## src/rtl/register_writeback_arbiter.sv

```systemverilog
// Register file write-port controller: load writeback beats ALU writeback, losing ALU
// results queue in a small FIFO, and a busy scoreboard raises decode hazard stalls.
module register_writeback_arbiter #(
    parameter int FIFO_DEPTH = 2
) (
    input  logic                          clk,
    input  logic                          rst,
    input  logic                          alu_wb_valid,
    output logic                          alu_wb_ready,
    input  logic [4:0]                    alu_wb_rd,
    input  logic [31:0]                   alu_wb_data,
    input  logic                          mem_wb_valid,
    input  logic [4:0]                    mem_wb_rd,
    input  logic [31:0]                   mem_wb_data,
    input  logic                          load_issue,
    input  logic [4:0]                    load_issue_rd,
    input  logic [4:0]                    regA_address,
    input  logic [4:0]                    regB_address,
    output logic                          hazard_stall,
    output logic                          register_write_en,
    output logic [4:0]                    rd_address,
    output logic [31:0]                   register_write_data,
    output logic [$clog2(FIFO_DEPTH):0]   fifo_count
);

    localparam int PW = (FIFO_DEPTH > 1) ? $clog2(FIFO_DEPTH) : 1;
    localparam int CW = $clog2(FIFO_DEPTH) + 1;
    localparam logic [CW-1:0] DEPTH_C = CW'(FIFO_DEPTH);

    logic [PW-1:0]         head;
    logic [PW-1:0]         tail;
    logic [4:0]            fifo_rd   [FIFO_DEPTH];
    logic [31:0]           fifo_data [FIFO_DEPTH];
    logic [FIFO_DEPTH-1:0] fifo_vld;
    logic [31:0]           busy;
    logic [31:0]           busy_next;

    logic alu_live;
    logic mem_live;
    logic fifo_empty;
    logic pop;
    logic push;
    logic alu_direct;
    logic hit_a;
    logic hit_b;

    // Handshake: an ALU result transfers on any rising edge where alu_wb_valid and
    // alu_wb_ready are both high; ready depends only on registered occupancy.
    assign alu_wb_ready = rst && (fifo_count < DEPTH_C);
    assign alu_live     = alu_wb_valid && alu_wb_ready && (alu_wb_rd != 5'd0);
    assign mem_live     = mem_wb_valid && (mem_wb_rd != 5'd0);
    assign fifo_empty   = (fifo_count == '0);
    assign pop          = !mem_live && !fifo_empty;
    assign alu_direct   = !mem_live && fifo_empty && alu_live;
    assign push         = alu_live && !alu_direct;

    always_comb begin
        busy_next = busy;
        if (mem_wb_valid) begin
            busy_next[mem_wb_rd] = 1'b0;
        end
        // A same-cycle issue to the returning register must leave it busy.
        if (load_issue && (load_issue_rd != 5'd0)) begin
            busy_next[load_issue_rd] = 1'b1;
        end
    end

    always_comb begin
        hit_a = busy[regA_address];
        hit_b = busy[regB_address];
        for (int i = 0; i < FIFO_DEPTH; i++) begin
            if (fifo_vld[i] && (fifo_rd[i] == regA_address)) begin
                hit_a = 1'b1;
            end
            if (fifo_vld[i] && (fifo_rd[i] == regB_address)) begin
                hit_b = 1'b1;
            end
        end
        hazard_stall = rst && (((regA_address != 5'd0) && hit_a) ||
                               ((regB_address != 5'd0) && hit_b));
    end

    always_ff @(posedge clk) begin
        if (!rst) begin
            register_write_en   <= 1'b0;
            rd_address          <= 5'd0;
            register_write_data <= 32'd0;
            head                <= '0;
            tail                <= '0;
            fifo_count          <= '0;
            fifo_vld            <= '0;
            busy                <= '0;
        end else begin
            if (mem_live) begin
                register_write_en   <= 1'b1;
                rd_address          <= mem_wb_rd;
                register_write_data <= mem_wb_data;
            end else if (!fifo_empty) begin
                register_write_en   <= 1'b1;
                rd_address          <= fifo_rd[head];
                register_write_data <= fifo_data[head];
            end else if (alu_live) begin
                register_write_en   <= 1'b1;
                rd_address          <= alu_wb_rd;
                register_write_data <= alu_wb_data;
            end else begin
                register_write_en   <= 1'b0;
            end

            // Push never happens when full, so head and tail differ whenever both move.
            if (pop) begin
                fifo_vld[head] <= 1'b0;
                head           <= head + 1'b1;
            end
            if (push) begin
                fifo_vld[tail] <= 1'b1;
                tail           <= tail + 1'b1;
            end
            case ({push, pop})
                2'b10:   fifo_count <= fifo_count + 1'b1;
                2'b01:   fifo_count <= fifo_count - 1'b1;
                default: fifo_count <= fifo_count;
            endcase

            busy <= busy_next;
        end
    end

    always_ff @(posedge clk) begin
        if (push) begin
            fifo_rd[tail]   <= alu_wb_rd;
            fifo_data[tail] <= alu_wb_data;
        end
    end

endmodule

```

## config.mk

```make
export PLATFORM = sky130hd
export DESIGN_NAME = register_writeback_arbiter
export DESIGN_NICKNAME = d
export VERILOG_FILES = /design/src/rtl/register_writeback_arbiter.sv
export SDC_FILE = /design/constraint.sdc
export NUM_CORES = 1
export LEC_CHECK = 0
export ABC_AREA = 1
export BUFFER_PORTS_ARGS = -buffer_cell sky130_fd_sc_hd__buf_2
export CORE_MARGIN = 2
export CORE_UTILIZATION = 48
export DETAILED_ROUTE_END_ITERATION = 8
export GPL_ROUTABILITY_DRIVEN = 0
export PLACE_DENSITY = 0.71
export SLEW_MARGIN = 20
export SYNTH_ARGS = -nofsm -noshare
export SYNTH_HDL_FRONTEND = slang
export SYNTH_SLANG_ARGS = --single-unit
```

## constraint.sdc

```tcl
create_clock -name clk -period 3.2 [get_ports clk]
set_input_delay 0 -clock clk [delete_from_list [all_inputs] [get_ports clk]]
set_output_delay 0 -clock clk [all_outputs]
set_load 0.05 [all_outputs]
```

==> impl_results.md, run 1 <==
* Status: finished clean
* Buffers added on ports at 135
* Post-Syn Area per Cell at 8.05 um2
* Reg-to-Reg End: register_write_data[27]
* WP buf/inv at 4
* Maximum fanout along the worst path at 41
* Worst hold path type: in -> reg
* Critical path required time at 3.49 ns
* Design Area, Final at 0.00925 mm2
* Area grow syn2layout at 29.7%
* Htree depth at 4
* Mux contribution to synthesized area at 0%
* Syn. warnings at 0
* Worst-path clk slew at approximately 0.060 ns
* Int Pwr at 3.86 mW
* Fin crit period at 2.44 ns
* Psw at between 2 and 2.5 mW
* Seq/Total Area, Yosys at 52.8%
* Largest net degree at the start of global routing at 43
* Synth Flop Type: dfxtp_1
* Post-route insts no fill at 1279
* Post-synth EDFFs at between 70 and 80
* Critical Path AT at 2.74 ns
* CTS tree: done
* # setup viols final at 0
* RSZ-0062 raised after global routing: no
* Synthesized area at a little over 0.007 mm2
* Cell Pwr Density at between 600 and 700 mW/mm2
* Skew-Pair Late Insertion Delay at 0.43 ns
* Mapped Cells at 886
* Synth top area cells: edfxtp_1 (31%), dfxtp_1 (22%), nand2_1 (14%)
* VDD IR max at around 520 uV
* R2r startpoint: fifo_count[1]
* Startpoint types: input port
* Antenna Nets Post-Route at 0
* DRT iter0 DRCs at 707
* WL met2 at 9.65 mm
* Hold Fails Final Rpt at 0
* Residual DRC count at 0
* Clock power frac at 32.6%
* Root Buffer: clkbuf_16
* Synth Area in Compound Gates at 18.2%
* FF-to-FF path depth at 7
* Hold depth at 4
* Synth area leader: edfxtp_1
* # clock sinks at 151
* MaxCap Viol Count at 0
* DIE HEIGHT at between 100 and 150 um
* Final setup TNS at 0 ns
* Worst path cell trace: dlygate4sd3_1 > buf_2 > nor3_2 > nand2_1 > nand2_2 > inv_4 > nor2_8 > nand2_2 > buf_4 > o21ai_0 > a31oi_1
* Effective utilization at floorplan at 49.0%
* Antenna violations before repair at 0
* Fin Clk Skew at 0.00755 ns
* Full die area at 0.0158 mm2
* Antenna cells at 0
* Layout cells sized above 1 at 17.0%
* Sw Share at 36.1%
* Fin crit share at 76.4%
* Number of global-route vias before repair at around 6700
* Main combinational cell family by area after synthesis: simple AND/OR/NAND/NOR gates
* Drt pass-1 iters at 6
* DR top layer: met4
* XOR/XNOR Fraction of Synth Area at less than 1%
* Yosys reg bits at between 150 and 200
* CTS Buf Count at 17
* Leakage at 3.90 nW
* Total Wirelength at 20.6 mm
* Top-area cell type share of the netlist area at 31.2%
* Crit. End Element: flop
* Post-DP HPWL at between 10 and 15 mm
* Worst slew pin tran at 1.14 ns
* Syn nets at 981
* Pins Over Slew Limit at 0
* Seq pwr share at 38.8%
* Pre-CTS WS at 0.879 ns
* Met3 WL at roughly 1.7 mm
* First-pass GRT wire length at 33.3 mm
* Top post-synthesis cells by count: nand2_1 (270), a21oi_1 (102), dfxtp_1 (77)
* Setup slack, reg-to-reg at between 1 and 1.5 ns
* Post-Synth Adder-Cell Area at less than 1%
* Rows at between 40 and 50
* Hold slack at approximately 0.043 ns
* Crit path kind: in -> reg
* Vias at 6980
* Cells after DPL at about 1200
* Max_slew headroom at 23.5%
* Hold_sp: load_issue_rd[0]
* Final setup margin at 0.756 ns
* IO Pins at approximately 140
* Clk buf depth at 2
* WL per Instance at 16.1 um
* Max stage delay on crit path at 0.53 ns
* Post-Synth Simple-Gate Area at a little over a fifth
* Max Freq at 409 MHz
* Cell mode on critical path: nand2_2
* Critical path's slowest cell: dlygate4sd3_1
* Logic pwr share at 28.6%
* Hold Crit Endpoint: busy[4]
* Die width at ~130 um
* Post-synthesis cell type count at 30
* Top-count cell post-synth: nand2_1
* Setup Buffers After CTS at 0
* Post-synth ARST share at 0%
* CP top delay family: buffers and inverters
* Cell Area, Placed at between 0.007 and 0.008 mm2
* Core footprint at around 0.015 mm2
* GRT Util Overall at 26.3%
* Total gr overflow at 0
* M1 WL at 8.68 mm
* Vias/cell at roughly 5.5
* NumNets Final at 1177
-- cell families after synthesis --
family | after synthesis
AND/OR/NAND/NOR | 378
AO/OA/AOI/OAI | 240
flip-flops | 151
buffers and inverters | 114
XOR/XNOR | 2
adder cells (fa/ha/maj) | 1
-- flip-flops by register name (all words and copies together) (netlist names), 2 cells and up, named ones only --
name / count
busy: 32
fifo_count: 2
fifo_data: 64
fifo_rd: 10
fifo_vld: 2
rd_address: 5
register_write_data: 32
-- worst min-delay path, delay by kind of cell --
kind	cells	cell delay, ns
AOI/OAI and AO/OA	1	0.06
and+or+nand+nor	2	0.26
buffers and inverters	1	0.10
-- final cells by class --
cell class / count / area [um2]
Tap cell: 184 / 230
Timing Repair Buffer: 225 / 1560
Sequential cell: 151 / 3760
Multi-Input combinational cell: 621 / 2860
Clock inverter: 14 / 145
Inverter: 66 / 250
Clock buffer: 18 / 429
Fill cell: 1228 / 5290
-- layout by cell type (no fill, tap or decap), drive strengths merged --
cell,instances
dfxtp,77
nor3,15
o21ai,84
or2,4
edfxtp,74
inv,71
ha,1
o21a,1
clkinv,6
nand3,40
clkinvlp,1
xor2,2
a22oi,5
o211ai,10
a21oi,102
nand4,1
nor2,46
a31oi,36
clkbuf,18
bufinv,2
nand2,272
buf,145
dlygate4sd3,80
a41oi,1
a21boi,1
-- worst max path at each step --
stage / startpoint / to / slack, ns / depth (start not counted)
after floorplan: fifo_count[1] / fifo_data[1][0] / 0.04 / 5
after global placement: mem_wb_rd[4] / register_write_data[25] / 0.98 / 10
after detailed placement: mem_wb_rd[4] / register_write_data[27] / 0.88 / 10
after CTS: mem_wb_rd[4] / register_write_data[27] / 0.76 / 11
after global routing: mem_wb_rd[4] / register_write_data[26] / 0.45 / 11
final: mem_wb_rd[4] / register_write_data[27] / 0.76 / 11
-- metal layers --
metal,vias up,global-route usage [%]
met4,0,9.50
met2,301,42.8
met5,-,0
li1,3395,-
met1,3243,34.2
met3,41,6.71
-- stage by stage --
stage | power [mW] | util (%)
after global placement | 3.99 | 54.2
after floorplan | 3.61 | -
after CTS | 6.04 | 63.6
final | 6.04 | 63.6
after detailed placement | 4.02 | 54.2
after global routing | 6.30 | 63.6
-- what timing repair did --
item	CTS	global route
gates resized for setup	0	0
hold buffers	80	0
hold endpoints to repair	138	0
-- power groups by stage --
stage	Sequential (mW)	Combinational, mW	Clock (mW)
3_3_place_gp	2.37	1.62	0
4_1_cts	2.34	1.72	1.98
6_report	2.34	1.73	1.97
3_5_place_dp	2.37	1.64	0
2_1_floorplan	2.82	0.792	0
5_1_grt	2.36	1.88	2.06
Note: power is estimated with default switching activity, not from simulation.
==> run 2, diff against run 1 <==
--- a/config.mk
+++ b/config.mk
@@ -11,7 +11,7 @@
 export CORE_UTILIZATION = 48
 export DETAILED_ROUTE_END_ITERATION = 8
 export GPL_ROUTABILITY_DRIVEN = 0
-export PLACE_DENSITY = 0.71
+export PLACE_DENSITY = 0.73
 export SLEW_MARGIN = 20
 export SYNTH_ARGS = -nofsm -noshare
 export SYNTH_HDL_FRONTEND = slang
==> constraint.sdc (replaced) <==
create_clock -name clk -period 2.1 [get_ports clk]
set_input_delay 0 -clock clk [delete_from_list [all_inputs] [get_ports clk]]
set_output_delay 0 -clock clk [all_outputs]
set_load 0.05 [all_outputs]
==> run 2 against run 1 <==
Net effect:
- sequential cell count unchanged
- core utilization grew 0.97 points
- largest cell class unchanged
- final cell count increased by 0.94%
==> impl_results.md, run 2 (synthesis gave the netlist of run 1 again) <==
* CP startpoint: mem_wb_rd[4] (unchanged)
* Antenna Nets Post-Route at 0 (unchanged)
* Htree depth at 4 (unchanged)
* Setup crit end: register_write_data[13] (was register_write_data[27])
* Fin crit period at 1.96 ns
* Worst slew pin tran at 0.701 ns (was 1.14 ns)
* Most frequent cells in the layout: nand2_1 (270), buf_2 (134), a21oi_1 (102) (was nand2_1 (270), buf_2 (135), a21oi_1 (102))
* Pre-CTS WS at 0.241 ns (was 0.879 ns)
* Vias at 7113 (was 6980)
* Startpoint types: input port (unchanged)
* Cells after DPL at 1178 (was 1167)
* Rows at 44 (unchanged)
* Clk buf depth at 2 (unchanged)
* Crit path kind: in -> reg (unchanged)
* Layout cells sized above 1 at 18.5% (was 17.0%)
* Root Buffer: clkbuf_16 (unchanged)
* Die width at 126 um (unchanged)
* Cell Area, Placed at 0.00798 mm2 (was 0.00787 mm2)
* Crit. End Element: flop (unchanged)
* Residual DRC count at 0 (unchanged)
* First-pass GRT wire length at 33.5 mm (was 33.3 mm)
* Max Freq at 511 MHz
* Psw at 3.32 mW (was 2.18 mW)
* Logic pwr share at 28.7% (was 28.6%)
* Seq pwr share at 38.3% (was 38.8%)
* Biggest regs: fifo_data x64, busy x32, register_write_data x32 (unchanged)
* RSZ-0062 raised after global routing: no (unchanged)
* Hold Fails Final Rpt at 0 (unchanged)
* Critical Path AT at 2.25 ns (was 2.74 ns)
* Total power at 9.36 mW (was 6.04 mW)
* FF-to-FF path depth at 8 (was 7)
* Area grow syn2layout at 31.7% (was 29.7%)
* Setup slack, reg-to-reg at 0.24 ns (was 1.04 ns)
* Maximum fanout along the worst path at 38 (was 41)
* Skew-Pair Late Insertion Delay at 0.43 ns (about the same)
* Max_slew headroom at 52.9% (was 23.5%)
* Design Area, Final at 0.00939 mm2 (was 0.00925 mm2)
* Register with the most flip-flops: fifo_data (unchanged)
* Status: finished clean (unchanged)
* Full die area at 0.0158 mm2 (unchanged)
* Vias/cell at 5.51 (was 5.46)
* Critical path required time at 2.39 ns (was 3.49 ns)
* Core footprint at 0.0145 mm2 (unchanged)
* Fin crit share at 93.2%
* Final setup margin at 0.142 ns (was 0.756 ns)
* Pins Over Slew Limit at 0 (unchanged)
* VDD IR max at 745 uV (was 525 uV)
* MaxCap Viol Count at 0 (unchanged)
* WL per Instance at 16.2 um (was 16.1 um)
* Fin Clk Skew at 0.00825 ns (was 0.00755 ns)
* Final setup TNS at 0 ns (unchanged)
* Post-DP HPWL at 13.4 mm (was 13.1 mm)
* Int Pwr at 6.04 mW (was 3.86 mW)
* R2r startpoint: fifo_count[1] (unchanged)
* CTS Buf Count at 17 (unchanged)
* Max reg flops at 64 (unchanged)
* NumNets Final at 1187 (was 1177)
* Worst hold path type: in -> reg (unchanged)
* Hold slack at 0.0451 ns (was 0.0426 ns)
* Cell Pwr Density at 997 mW/mm2 (was 653 mW/mm2)
* Total Wirelength at 21.0 mm (was 20.6 mm)
* Reg-to-Reg End: register_write_data[13] (was register_write_data[27])
* Antenna violations before repair at 2 (was 0)
* Worst-path clk slew at 0.06 ns (about the same)
* Total gr overflow at 0 (unchanged)
* # clock sinks at 151 (unchanged)
* CTS tree: done (unchanged)
* Buffers added on ports at 135 (unchanged)
* Number of global-route vias before repair at 6773 (was 6717)
* Setup Buffers After CTS at 0 (unchanged)
* GRT Util Overall at 26.6% (was 26.3%)
* Effective utilization at floorplan at 49.0% (unchanged)
* Fill cells at 1205 (was 1228)
* # setup viols final at 0 (unchanged)
* DIE HEIGHT at 126 um (unchanged)
* Commonest non-fill, non-tap cell in the layout: nand2_1 (unchanged)
* Finished Core Util at 64.6% (was 63.6%)
* IO Pins at 136 (unchanged)
* Clock power frac at 33.0% (was 32.6%)
* Post-route insts no fill at 1291 (was 1279)
* Largest net degree at the start of global routing at 42 (was 43)
* DRT iter0 DRCs at 621 (was 707)
* Sw Share at 35.5% (was 36.1%)
* Leakage at 3.95 nW (was 3.90 nW)
* Drt pass-1 iters at 5 (was 6)
-- run 2: worst min-delay path by stage --
stage / start / endpoint / slack, ns / cells past startpoint
after floorplan: alu_wb_data[0] / fifo_data[0][0] / 0.1 / 0
after global placement: alu_wb_data[2] / fifo_data[1][2] / 0.20 / 1
after detailed placement: alu_wb_data[25] / fifo_data[0][25] / 0.21 / 1
after CTS: load_issue_rd[0] / busy[27] / 0.02 / 5
after global routing: load_issue_rd[0] / busy[4] / 0.06 / 5
final: load_issue_rd[0] / busy[27] / 0.05 / 5
-- run 2: routing by layer --
metal  wire length [um]  part of all wire, %  GRT usage [%]
met3               1850                  8.8           7.65
met5                  0                    0              0
met2               9720                   46           42.5
met4                634                  3.0           11.1
met1               8770                   42           34.1
-- run 2: critical path, cell delays in order --
cell           delay, ns
dlygate4sd3_1       0.53
buf_2               0.16
nor3_2              0.20
nand2_1             0.08
nand2_2             0.11
inv_4               0.06
nor2_8              0.08
buf_6               0.30
nand2_2             0.08
buf_4               0.25
o21ai_0             0.27
a31oi_1             0.09
-- run 2: final cells by class --
type,count,area (um2),share of cell area (%)
Antenna cell,2,5.00,0.0533
Clock buffer,20,468,4.98
Clock inverter,12,143,1.52
Inverter,66,254,2.71
Multi-Input combinational cell,621,2880,30.6
Sequential cell,151,3770,40.1
Tap cell,184,230,2.45
Timing Repair Buffer,235,1640,17.5
-- run 2: what timing repair did --
| item | in CTS | in global routing |
|---|---|---|
| endpoints found under the hold margin | 138 | 0 |
| setup endpoints to repair | 0 | 7 |
| hold buffers | 79 | 0 |
| gates resized for setup | 0 | 2 |
-- run 2: power groups by stage --
stage / registers (mW) / clock network [mW] / logic [mW]
finish: 3.59 / 3.09 / 2.68
global route: 3.62 / 3.26 / 2.88
CTS: 3.58 / 3.11 / 2.65
detailed placement: 3.63 / 0 / 2.53
global placement: 3.64 / 0 / 2.49
floorplan: 4.30 / 0 / 1.22
==> run 3, diff against run 2 <==
--- a/config.mk
+++ b/config.mk
@@ -7,11 +7,13 @@
 export LEC_CHECK = 0
 export ABC_AREA = 1
 export BUFFER_PORTS_ARGS = -buffer_cell sky130_fd_sc_hd__buf_2
+export CELL_PAD_IN_SITES_DETAIL_PLACEMENT = 1
+export CELL_PAD_IN_SITES_GLOBAL_PLACEMENT = 1
 export CORE_MARGIN = 2
-export CORE_UTILIZATION = 48
+export CORE_UTILIZATION = 37
 export DETAILED_ROUTE_END_ITERATION = 8
 export GPL_ROUTABILITY_DRIVEN = 0
-export PLACE_DENSITY = 0.73
+export PLACE_DENSITY_LB_ADDON = 0.1
 export SLEW_MARGIN = 20
 export SYNTH_ARGS = -nofsm -noshare
 export SYNTH_HDL_FRONTEND = slang
==> run 3 against run 2 <==
Net effect:
- first-iteration DRC count down 48%
- die area grew 29%
- clock power is 8.4% higher
- sequential power barely moved
- sequential share of layout area down 0.77 points
- critical path type unchanged
- critical endpoint is now register_write_data[27]
==> impl_results.md, run 3 (synthesis gave the netlist of run 1 again) <==
* RSZ-0062 raised after global routing: yes (was no)
* Die width at 143 um (was 126 um)
* Max_slew headroom at 57.0% (was 52.9%)
* Post-route insts no fill at 1367 (was 1291)
* Multi-input logic area at 0.00288 mm2 (about the same)
* Hold depth at 5 (unchanged)
* Vias at 6986 (was 7113)
* Cells after DPL at 1255 (was 1178)
* Clk buf depth at 2 (unchanged)
* Commonest non-fill, non-tap cell in the layout: nand2_1 (unchanged)
* Core footprint at 0.0188 mm2 (was 0.0145 mm2)
* Root Buffer: clkbuf_16 (unchanged)
* DIE HEIGHT at 143 um (was 126 um)
* Rows at 50 (was 44)
* Antenna Nets Post-Route at 0 (unchanged)
* Hold Fails Final Rpt at 0 (unchanged)
* Fin Clk Skew at 0.00799 ns (was 0.00825 ns)
* Critical Path AT at 2.28 ns (was 2.25 ns)
* Residual DRC count at 0 (unchanged)
* # clock sinks at 151 (unchanged)
* Status: finished clean (unchanged)
* Fin crit share at 94.0% (was 93.2%)
* Max reg flops at 64 (unchanged)
* Fill cells at 2306 (was 1205)
* Register with the most flip-flops: fifo_data (unchanged)
* Fin crit period at 1.97 ns (was 1.96 ns)
* Largest net degree at the start of global routing at 48 (was 42)
* Worst-path clk slew at 0.07 ns (was 0.06 ns)
* # setup viols final at 0 (unchanged)
* Sequential cell area at 0.00377 mm2 (unchanged)
* Pins Over Slew Limit at 0 (unchanged)
* Skew-Pair Late Insertion Delay at 0.43 ns (about the same)
* First-pass GRT wire length at 38.6 mm (was 33.5 mm)
* Total Wirelength at 24.1 mm (was 21.0 mm)
* FF-to-FF path depth at 10 (was 8)
* Antenna cells at 0 (was 2)
* Finished Core Util at 50.8% (was 64.6%)
* Drt pass-1 iters at 5 (unchanged)
* Worst slew pin tran at 0.640 ns (was 0.701 ns)
* Leakage at 4.00 nW (was 3.95 nW)
* VDD IR max at 580 uV (was 745 uV)
* GRT Util Overall at 24.5% (was 26.6%)
* Cell Pwr Density at 1010 mW/mm2 (was 997 mW/mm2)
* NumNets Final at 1189 (was 1187)
* Area grow syn2layout at 34.3% (was 31.7%)
* DRT iter0 DRCs at 322 (was 621)
* Startpoint types: input port (unchanged)
* Crit path kind: in -> reg (unchanged)
* CTS tree: done (unchanged)
* CTS Buf Count at 17 (unchanged)
* Total gr overflow at 0 (unchanged)
* Crit. End Element: flop (unchanged)
* Critical path required time at 2.40 ns (was 2.39 ns)
* Vias/cell at 5.11 (was 5.51)
* Maximum fanout along the worst path at 47 (was 38)
* Full die area at 0.0204 mm2 (was 0.0158 mm2)
* WL per Instance at 17.7 um (was 16.2 um)
* Worst hold path type: in -> reg (unchanged)
* Max Freq at 507 MHz (was 511 MHz)
* MaxCap Viol Count at 0 (unchanged)
* IO Pins at 136 (unchanged)
* Number of global-route vias before repair at 7383 (was 6773)
* Setup Buffers After CTS at 0 (unchanged)
* Htree depth at 4 (unchanged)
* Most frequent cells in the layout: nand2_1 (270), buf_2 (134), a21oi_1 (100) (was nand2_1 (270), buf_2 (134), a21oi_1 (102))
* Layout cells sized above 1 at 18.6% (was 18.5%)
* Antenna violations before repair at 0 (was 2)
* Post-DP HPWL at 15.9 mm (was 13.4 mm)
* Buffers added on ports at 135 (unchanged)
* Biggest regs: fifo_data x64, busy x32, register_write_data x32 (unchanged)
* Effective utilization at floorplan at 37.9% (was 49.0%)
-- run 3: cell type report --
type	instances	share of cell area (%)
Sequential cell	151	39.4
Clock inverter	12	2.00
Inverter	66	2.65
Tap cell	260	3.40
Clock buffer	20	4.67
Multi-Input combinational cell	621	30.1
Timing Repair Buffer	237	17.8
-- run 3: path summary, 6_finish.rpt --
| check | startpoint | to | slack, ns |
|---|---|---|---|
| max | mem_wb_rd[4] | register_write_data[27] | 0.13 |
| min | load_issue_rd[1] | busy[25] | 0.06 |
| max reg2reg | fifo_count[1] | fifo_count[1] | 0.22 |
| min reg2reg | busy[0] | busy[0] | 0.48 |
-- run 3: timing repair --
action / 4_1_cts / 5_1_grt
hold endpoints to repair: 137 / 0
setup endpoints to repair: 0 / 14
gates resized for setup: 0 / 6
hold buffers: 80 / 0
-- run 3: metrics by stage --
stage                     cell area [um2]  TNS [ns]  setup slack [ns]  total power [mW]  hold slack, ns
after global placement               8120         0             0.228              6.24           0.202
after detailed placement             8120         0             0.144              6.28           0.206
after floorplan                      7160         0            0.0241              5.52          0.0989
after CTS                            9550         0            0.0407              9.78          0.0342
after global routing                 9570   -0.0111           -0.0111              10.2          0.0717
final                                9570         0             0.126              9.72          0.0551
-- run 3: worst max-delay path: stages --
cell	delay [ns]
dlygate4sd3_1	0.55
buf_2	0.17
nor3_2	0.20
nand2_1	0.08
nand2_2	0.10
inv_4	0.06
nor2_8	0.08
buf_6	0.30
nand2_2	0.16
buf_12	0.21
o21ai_0	0.26
a31oi_1	0.07
-- run 3: where the power goes --
group | internal [mW] | switching, mW | total (mW)
sequential | 3.42 | 0.154 | 3.57
clock | 2.05 | 1.30 | 3.35
combinational | 0.799 | 1.99 | 2.79
total | 6.27 | 3.45 | 9.72
-- run 3: metal layers --
layer  share of wire, %  wire [um]  GRT usage [%]  vias up
met5                  0          0              0        -
met4                1.3        324           6.72        0
met3                4.6       1110           5.30       25
met2                 49      11900           42.1      141
met1                 45      10800           31.2     3401
li1                   -          -              -     3419
